**src/rtl/foo_operand_packer.sv**
```systemverilog
// foo_operand_packer
//   Upstream feeder for the two-stage pipelined adder `foo`. It pairs consecutive
//   32-bit operand beats into one 64-bit word: the first beat goes to s[63:32] and
//   the second beat goes to s[31:0]. A pair only issues while the downstream
//   result FIFO has credit. The block also regenerates a result-valid tag, because
//   `foo` has no valid signal or stall of its own.
//
// Ports
//   clk, rst       clock; synchronous active-high reset
//   in_data        operand beat
//   in_valid       in_data is valid
//   in_ready       beat accepted when in_valid && in_ready
//   credit_return  one-cycle pulse: downstream popped one result
//   s              registered packed operand word to foo.s
//   s_valid        one-cycle pulse: s holds a new pair
//   res_valid      foo.out is valid (s_valid delayed LATENCY cycles)
//   credits        registered credit count
//   pairs_issued   issued pair counter, wraps at 16 bits
//   credit_err     sticky: credit returned while already at CREDITS
module foo_operand_packer #(
  parameter int unsigned CREDITS = 4,
  parameter int unsigned LATENCY = 3,
  parameter int unsigned CW      = $clog2(CREDITS + 1)
) (
  input  logic          clk,
  input  logic          rst,
  input  logic [31:0]   in_data,
  input  logic          in_valid,
  output logic          in_ready,
  input  logic          credit_return,
  output logic [63:0]   s,
  output logic          s_valid,
  output logic          res_valid,
  output logic [CW-1:0] credits,
  output logic [15:0]   pairs_issued,
  output logic          credit_err
);

  localparam logic [CW-1:0] CreditsMax = CW'(CREDITS);

  typedef enum logic [0:0] {StEmpty, StHaveA} state_e;

  state_e               state_q, state_d;
  logic [31:0]          hold_q, hold_d;
  logic [63:0]          s_q, s_d;
  logic                 s_valid_q;
  logic [LATENCY-1:0]   tag_q, tag_d;
  logic [CW-1:0]        credits_q, credits_d;
  logic [15:0]          pairs_q, pairs_d;
  logic                 err_q, err_d;
  logic                 accept;
  logic                 hold_load;
  logic                 issue;

  // State register
  always_ff @(posedge clk) begin
    if (rst) begin
      state_q <= StEmpty;
    end else begin
      state_q <= state_d;
    end
  end

  // Next-state logic
  always_comb begin
    state_d = state_q;
    unique case (state_q)
      StEmpty: if (accept) state_d = StHaveA;
      StHaveA: if (accept) state_d = StEmpty;
      default: state_d = StEmpty;
    endcase
  end

  // Output / control decode. The ready check uses only the registered credit
  // count, so credit_return has no combinational path to in_ready.
  always_comb begin
    in_ready  = 1'b0;
    hold_load = 1'b0;
    issue     = 1'b0;
    unique case (state_q)
      StEmpty: begin
        in_ready  = 1'b1;
        hold_load = in_valid;
      end
      StHaveA: begin
        in_ready = (credits_q != '0);
        issue    = in_valid && in_ready;
      end
      default: in_ready = 1'b0;
    endcase
  end

  assign accept = in_valid && in_ready;

  // Datapath and counters
  always_comb begin
    hold_d    = hold_load ? in_data : hold_q;
    s_d       = issue ? {hold_q, in_data} : s_q;
    pairs_d   = pairs_q + 16'(issue);
    credits_d = credits_q;
    err_d     = err_q;
    if (issue && !credit_return) begin
      credits_d = credits_q - CW'(1);
    end else if (credit_return && !issue) begin
      // Over-return saturates and is flagged rather than wrapping the count.
      if (credits_q == CreditsMax) begin
        err_d = 1'b1;
      end else begin
        credits_d = credits_q + CW'(1);
      end
    end
    // Tags always advance; foo cannot stall.
    tag_d    = tag_q << 1;
    tag_d[0] = s_valid_q;
  end

  always_ff @(posedge clk) begin
    if (rst) begin
      hold_q    <= '0;
      s_q       <= '0;
      s_valid_q <= 1'b0;
      tag_q     <= '0;
      credits_q <= CreditsMax;
      pairs_q   <= '0;
      err_q     <= 1'b0;
    end else begin
      hold_q    <= hold_d;
      s_q       <= s_d;
      s_valid_q <= issue;
      tag_q     <= tag_d;
      credits_q <= credits_d;
      pairs_q   <= pairs_d;
      err_q     <= err_d;
    end
  end

  assign s            = s_q;
  assign s_valid      = s_valid_q;
  assign res_valid    = tag_q[LATENCY-1];
  assign credits      = credits_q;
  assign pairs_issued = pairs_q;
  assign credit_err   = err_q;

endmodule

```
**config.mk**
```make
export PLATFORM = sky130hd
export DESIGN_NAME = foo_operand_packer
export DESIGN_NICKNAME = d
export VERILOG_FILES = /design/src/rtl/foo_operand_packer.sv
export SDC_FILE = /design/constraint.sdc
export NUM_CORES = 1
export LEC_CHECK = 0
export BUFFER_PORTS_ARGS = -buffer_cell sky130_fd_sc_hd__clkbuf_2
export CAP_MARGIN = 5
export CORE_ASPECT_RATIO = 0.75
export CORE_MARGIN = 3
export CORE_UTILIZATION = 55
export CTS_CLUSTER_SIZE = 10
export DETAILED_ROUTE_END_ITERATION = 8
export GPL_TIMING_DRIVEN = 0
export MAX_ROUTING_LAYER = met4
export PLACE_DENSITY = 0.88
export SLEW_MARGIN = 10
export SYNTH_ARGS = -nofsm -noshare
export SYNTH_HDL_FRONTEND = slang
export SYNTH_SLANG_ARGS = --single-unit
```
**constraint.sdc**
```tcl
create_clock -name clk -period 5.6 [get_ports clk]
set_input_delay 0.56 -clock clk [delete_from_list [all_inputs] [get_ports clk]]
set_output_delay 0.56 -clock clk [all_outputs]
set_load 0.005 [all_outputs]
```
# Yosys cells after proc, flatten, opt, wreduce, memory -nomap -nowiden
# Index checks and enable logic that the tools add are counted.
# totals
regBits	121
inputBits	36
output_inout_bits	87
wordCells	34
# classes
n_addsub	3
eq_ne	2
n_mux	9
bitwise_logic	2
n_reduce_logical	10
# op_table
op	n
adder 16 x 1 -> 16 bit	1
2-to-1 mux 3 bit	3
logical AND 1 bit	4
2-to-1 mux 1 bit	4
one-hot mux 1 bit (2 select lines)	2
adder 3 x 1 -> 3 bit (second input constant)	1
== test 3 bit (second input constant)	1
AND reduction 3 bit	1
nonzero test 3 bit	1
subtractor 3 x 1 -> 3 bit (second input constant)	1
logical NOT 1 bit	2
!= test 2 bit (second input constant)	1
inverter 1 bit	2
AND reduction 2 bit	1
nonzero test 2 bit	1

# Depth between registers and ports, before layout
# depth
word_depth	7
depth_mapped	9
ltp_nobuf	8

# Worst setup path after synthesis
# OpenSTA, ideal clock, no wires.
# synth_timing
path_type	input port to flip-flop
startpoint	input port in_valid
endpoint	register pairs_q[10] (netlist: pairs_issued[10])
setup_ns	0.128
arrival_ns	1.976
required_time_ns	5.472
path_slack_ns	3.497
path_stages	9
path_buffers	1
path_cell_list	o311ai_4 inv_2 clkbuf_1 and2_1 ha_1 and4_1 and4_1 xnor2_1 nor2_1
# synth_via
elab_chain_cells	3
# synth_rtl
item	line	source
start, declared	28	input logic in_valid,
logical AND 1 bit	87	issue = in_valid && in_ready;
2-to-1 mux 1 bit	80	unique case (state_q)
via issue	53	logic issue;
adder 16 x 1 -> 16 bit	99	pairs_d = pairs_q + 16'(issue);
end signal, assigned	132	pairs_q <= pairs_d;
end, declared	49	logic [15:0] pairs_q, pairs_d;
# The timed path passes the listed nets, and every way through them passes these cells.
# A chain may end at the register's enable or synchronous reset.

# Final worst setup path
# layout_timing
startpoint	register credits_q[2] (netlist: credits[2])
endpoint	register pairs_q[10] (netlist: pairs_issued[10])
# layout_via
elab_chain_cells	4
# layout_rtl
item	line	source
start, declared	48	logic [CW-1:0] credits_q, credits_d;
start signal, assigned	123	credits_q <= CreditsMax;
start signal, assigned	131	credits_q <= credits_d;
nonzero test 3 bit	86	in_ready = (credits_q != '0);
logical AND 1 bit	87	
2-to-1 mux 1 bit	80	
via issue	53	
adder 16 x 1 -> 16 bit	99	
# The timed path passes the listed nets, and every way through them passes these cells.

==> results_dict.tcl <==
set metrics [dict create \
    status "complete, no violations" \
    finClkSkew_ns 0.00556 \
    numCtsBuffers 17 \
    clk_pin_slew_ns 0.06 \
    clkSinkCount 121 \
    cp-start-kind "register" \
    synth-compound-area-share 0.132 \
    hold_viol 0 \
    yosys_warnings 0 \
    layoutNonFillerInstCount 789 \
    use_met1 0.336 \
    yosys.area_share.xor_xnor 0.0241 \
    cts_resized 0 \
    globalRoute.busiestLayer "met2" \
    maxCapViolCount 0 \
    finalNetCount 715 \
    worstSkewPairLatency_ns 0.52 \
    critical_path_class "register to register" \
    internal_power_uw 1740 \
    power_leakage_uw 0.00238 \
    grt_max_degree 17 \
    min_period_over_period 0.441 \
    synth_nets 574 \
    yosys_most_used_dff "dfxtp_1" \
    hold_buffers 0 \
    comb_power_share 0.073 \
    grt_pass1_wl_mm 19.7 \
    synth_fa_ha_area_frac 0.0132 \
    htreeDepth 4 \
    crit_arrival_ns 2.86 \
    reg2reg_slack_ns 3.13 \
    grt_use_met3 0.0917 \
    drtAntennaViolNets 0 \
    hpwl_mm 8.45 \
    async_flop_share 0 \
    synth_area_leaders "dfxtp_1 (56%), nand2_1 (17%), a21oi_1 (11%)" \
    grt_use_met2 0.454 \
    power_density_mw_per_mm2 396 \
    switching_share 0.235 \
    worst_pin_slew_ns 0.570 \
    synth_cell_types 31 \
    wire_per_inst_um 15.4 \
    postCtsSetupBuffers 0 \
    cts-root-buf "clkbuf_8" \
    slew-limit-headroom 0.620 \
    port_buffers 122 \
    grt.total_usage 0.284 \
    p_switching_uw 536 \
    start_util 0.579 \
    routed_wl_mm 12.1 \
    seq_power_share 0.406 \
    drc 0 \
    cts_max_path_buffers 2 \
    synthTopCellsByCount "nand2_1 (194), dfxtp_1 (121), a21oi_1 (100)" \
    ff2ff_path_depth 9 \
    synth.avg_cell_area_um2 8.16 \
    fin_crit_ns 2.47 \
    yosys.area.top_type "dfxtp_1" \
    vdd_drop_max_mv 0.254 \
    crit_start "credits[2]" \
    area_growth_pct 31.8 \
    clkPwrFrac 0.520 \
    synth_top_family_by_area "simple AND/OR/NAND/NOR gates" \
    crit_path_max_fanout 10 \
    yosysSeqAreaShare 0.556 \
    finalSetupViolations 0 \
    dp_cells 757 \
    die_h_um 83.1 \
    syn_inst 534 \
    drt_pass1_iterations 5 \
    total_power_uw 2270 \
    n_antenna_cell 0 \
    synth.most_common_cell "nand2_1" \
    slew_viol_final 0 \
    reg2reg_from "credits[2]" \
    hold_path.class "input port to register" \
    grt_pass1_vias 4105 \
    syn_area_mm2 0.00436 \
    overflow 0 \
    grt_antenna_before_repair 0 \
    dieArea_mm2 0.00904 \
    vias 4222 \
    core_area_mm2 0.00753 \
    placed_area_mm2 0.00510 \
    synth_edf_count 0 \
    die_w_um 109 \
    synth_mux_area_frac 0.00230 \
    rr_endpoint "pairs_issued[10]" \
    cts_tree "built" \
    gp_congestion 0.867 \
    ys_ff_latch 121 \
    drive_above_1_share 0.240 \
    fin_util 0.763 \
    synthSimpleGateAreaFrac 0.235 \
    io_pins 123 \
    max_freq_mhz 405 \
    drt_iter0_markers 321 \
    vias_per_cell 5.35 \
    endpoint "pairs_issued[10]" \
    tns_ns 0 \
    cp.required_ns 5.99 \
    synth_top_area_frac 0.556 \
    final_area_mm2 0.00575 \
    rsz0062_at_grt "false" \
    rows 27 \
    end_kind "register" \
]
worst min-delay path by stage:
| stage | start | to | slack (ns) | cells past startpoint |
|---|---|---|---|---|
| after global placement | tag_q[1] | tag_q[2] | 0.42 | 1 |
| after detailed placement | tag_q[0] | tag_q[1] | 0.43 | 1 |
| after floorplan | tag_q[0] | tag_q[1] | 0.41 | 1 |
| after global routing | in_data[11] | hold_q[11] | 0.27 | 3 |
| after CTS | in_data[6] | s[6] | 0.27 | 3 |
| final | in_data[13] | s[13] | 0.28 | 3 |
per-stage QoR:
stage	hold slack (ns)	setup WS [ns]
6_report	0.280	3.13
5_1_grt	0.272	2.93
4_1_cts	0.265	3.13
3_5_place_dp	0.429	2.92
3_3_place_gp	0.419	2.97
2_1_floorplan	0.414	3.50
power groups by stage:
stage	logic [uW]	clock network [uW]	registers (uW)
6_report	167	1180	924
5_1_grt	185	1240	928
3_5_place_dp	163	0	941
3_3_place_gp	154	0	939
4_1_cts	166	1190	924
2_1_floorplan	91.5	0	939
cell type report:
class / count / area, um^2
sequential: 121 / 2420
multi-input combinational: 372 / 1770
timing repair buffer: 122 / 611
buffer: 37 / 149
clock buffer: 18 / 428
clock inverter: 14 / 221
inverter: 4 / 15.0
tap: 101 / 126
fill: 551 / 1790
kinds of logic (layout without fill, tap and decap cells):
group	Yosys count	in the layout
xor+xnor	12	12
simple gates	247	247
compound gates	108	108
fa+ha+maj	4	4
mux	1	1
flops	121	121
buf+inv	41	195
registers in the layout, summed over array words and instances (netlist names):
| signal | cells |
|---|---|
| credits | 3 |
| state_q | 1 |
| s_valid | 1 |
| tag_q | 3 |
| credit_err | 1 |
| s | 64 |
| hold_q | 32 |
| pairs_issued | 16 |
critical path, cell delays in order (launching register included):
cell and delay [ns]:
dfxtp_1 0.48, o311ai_4 0.18, inv_2 0.16, clkbuf_1 0.43
and2_1 0.21, ha_1 0.20, and4_1 0.29, and4_1 0.22
xnor2_1 0.12, nor2_1 0.05
routing by layer:
metal  wire length, um  vias to the layer above
met3              1040                       26
met4               202                        0
li1                  -                     2022
met2              5940                      183
met5                 0                        -
met1              4950                     1991
cells in the final DEF, fill, tap and decap left out, types with 7 or more instances in the layout:
cell,n
a21oi_1,100
buf_2,8
clkbuf_1,26
clkbuf_16,16
clkbuf_2,122
dfxtp_1,121
nand2_1,194
nor2_1,19
nor2b_1,7
xor2_1,8
Note: power is estimated with default switching activity, not from simulation.
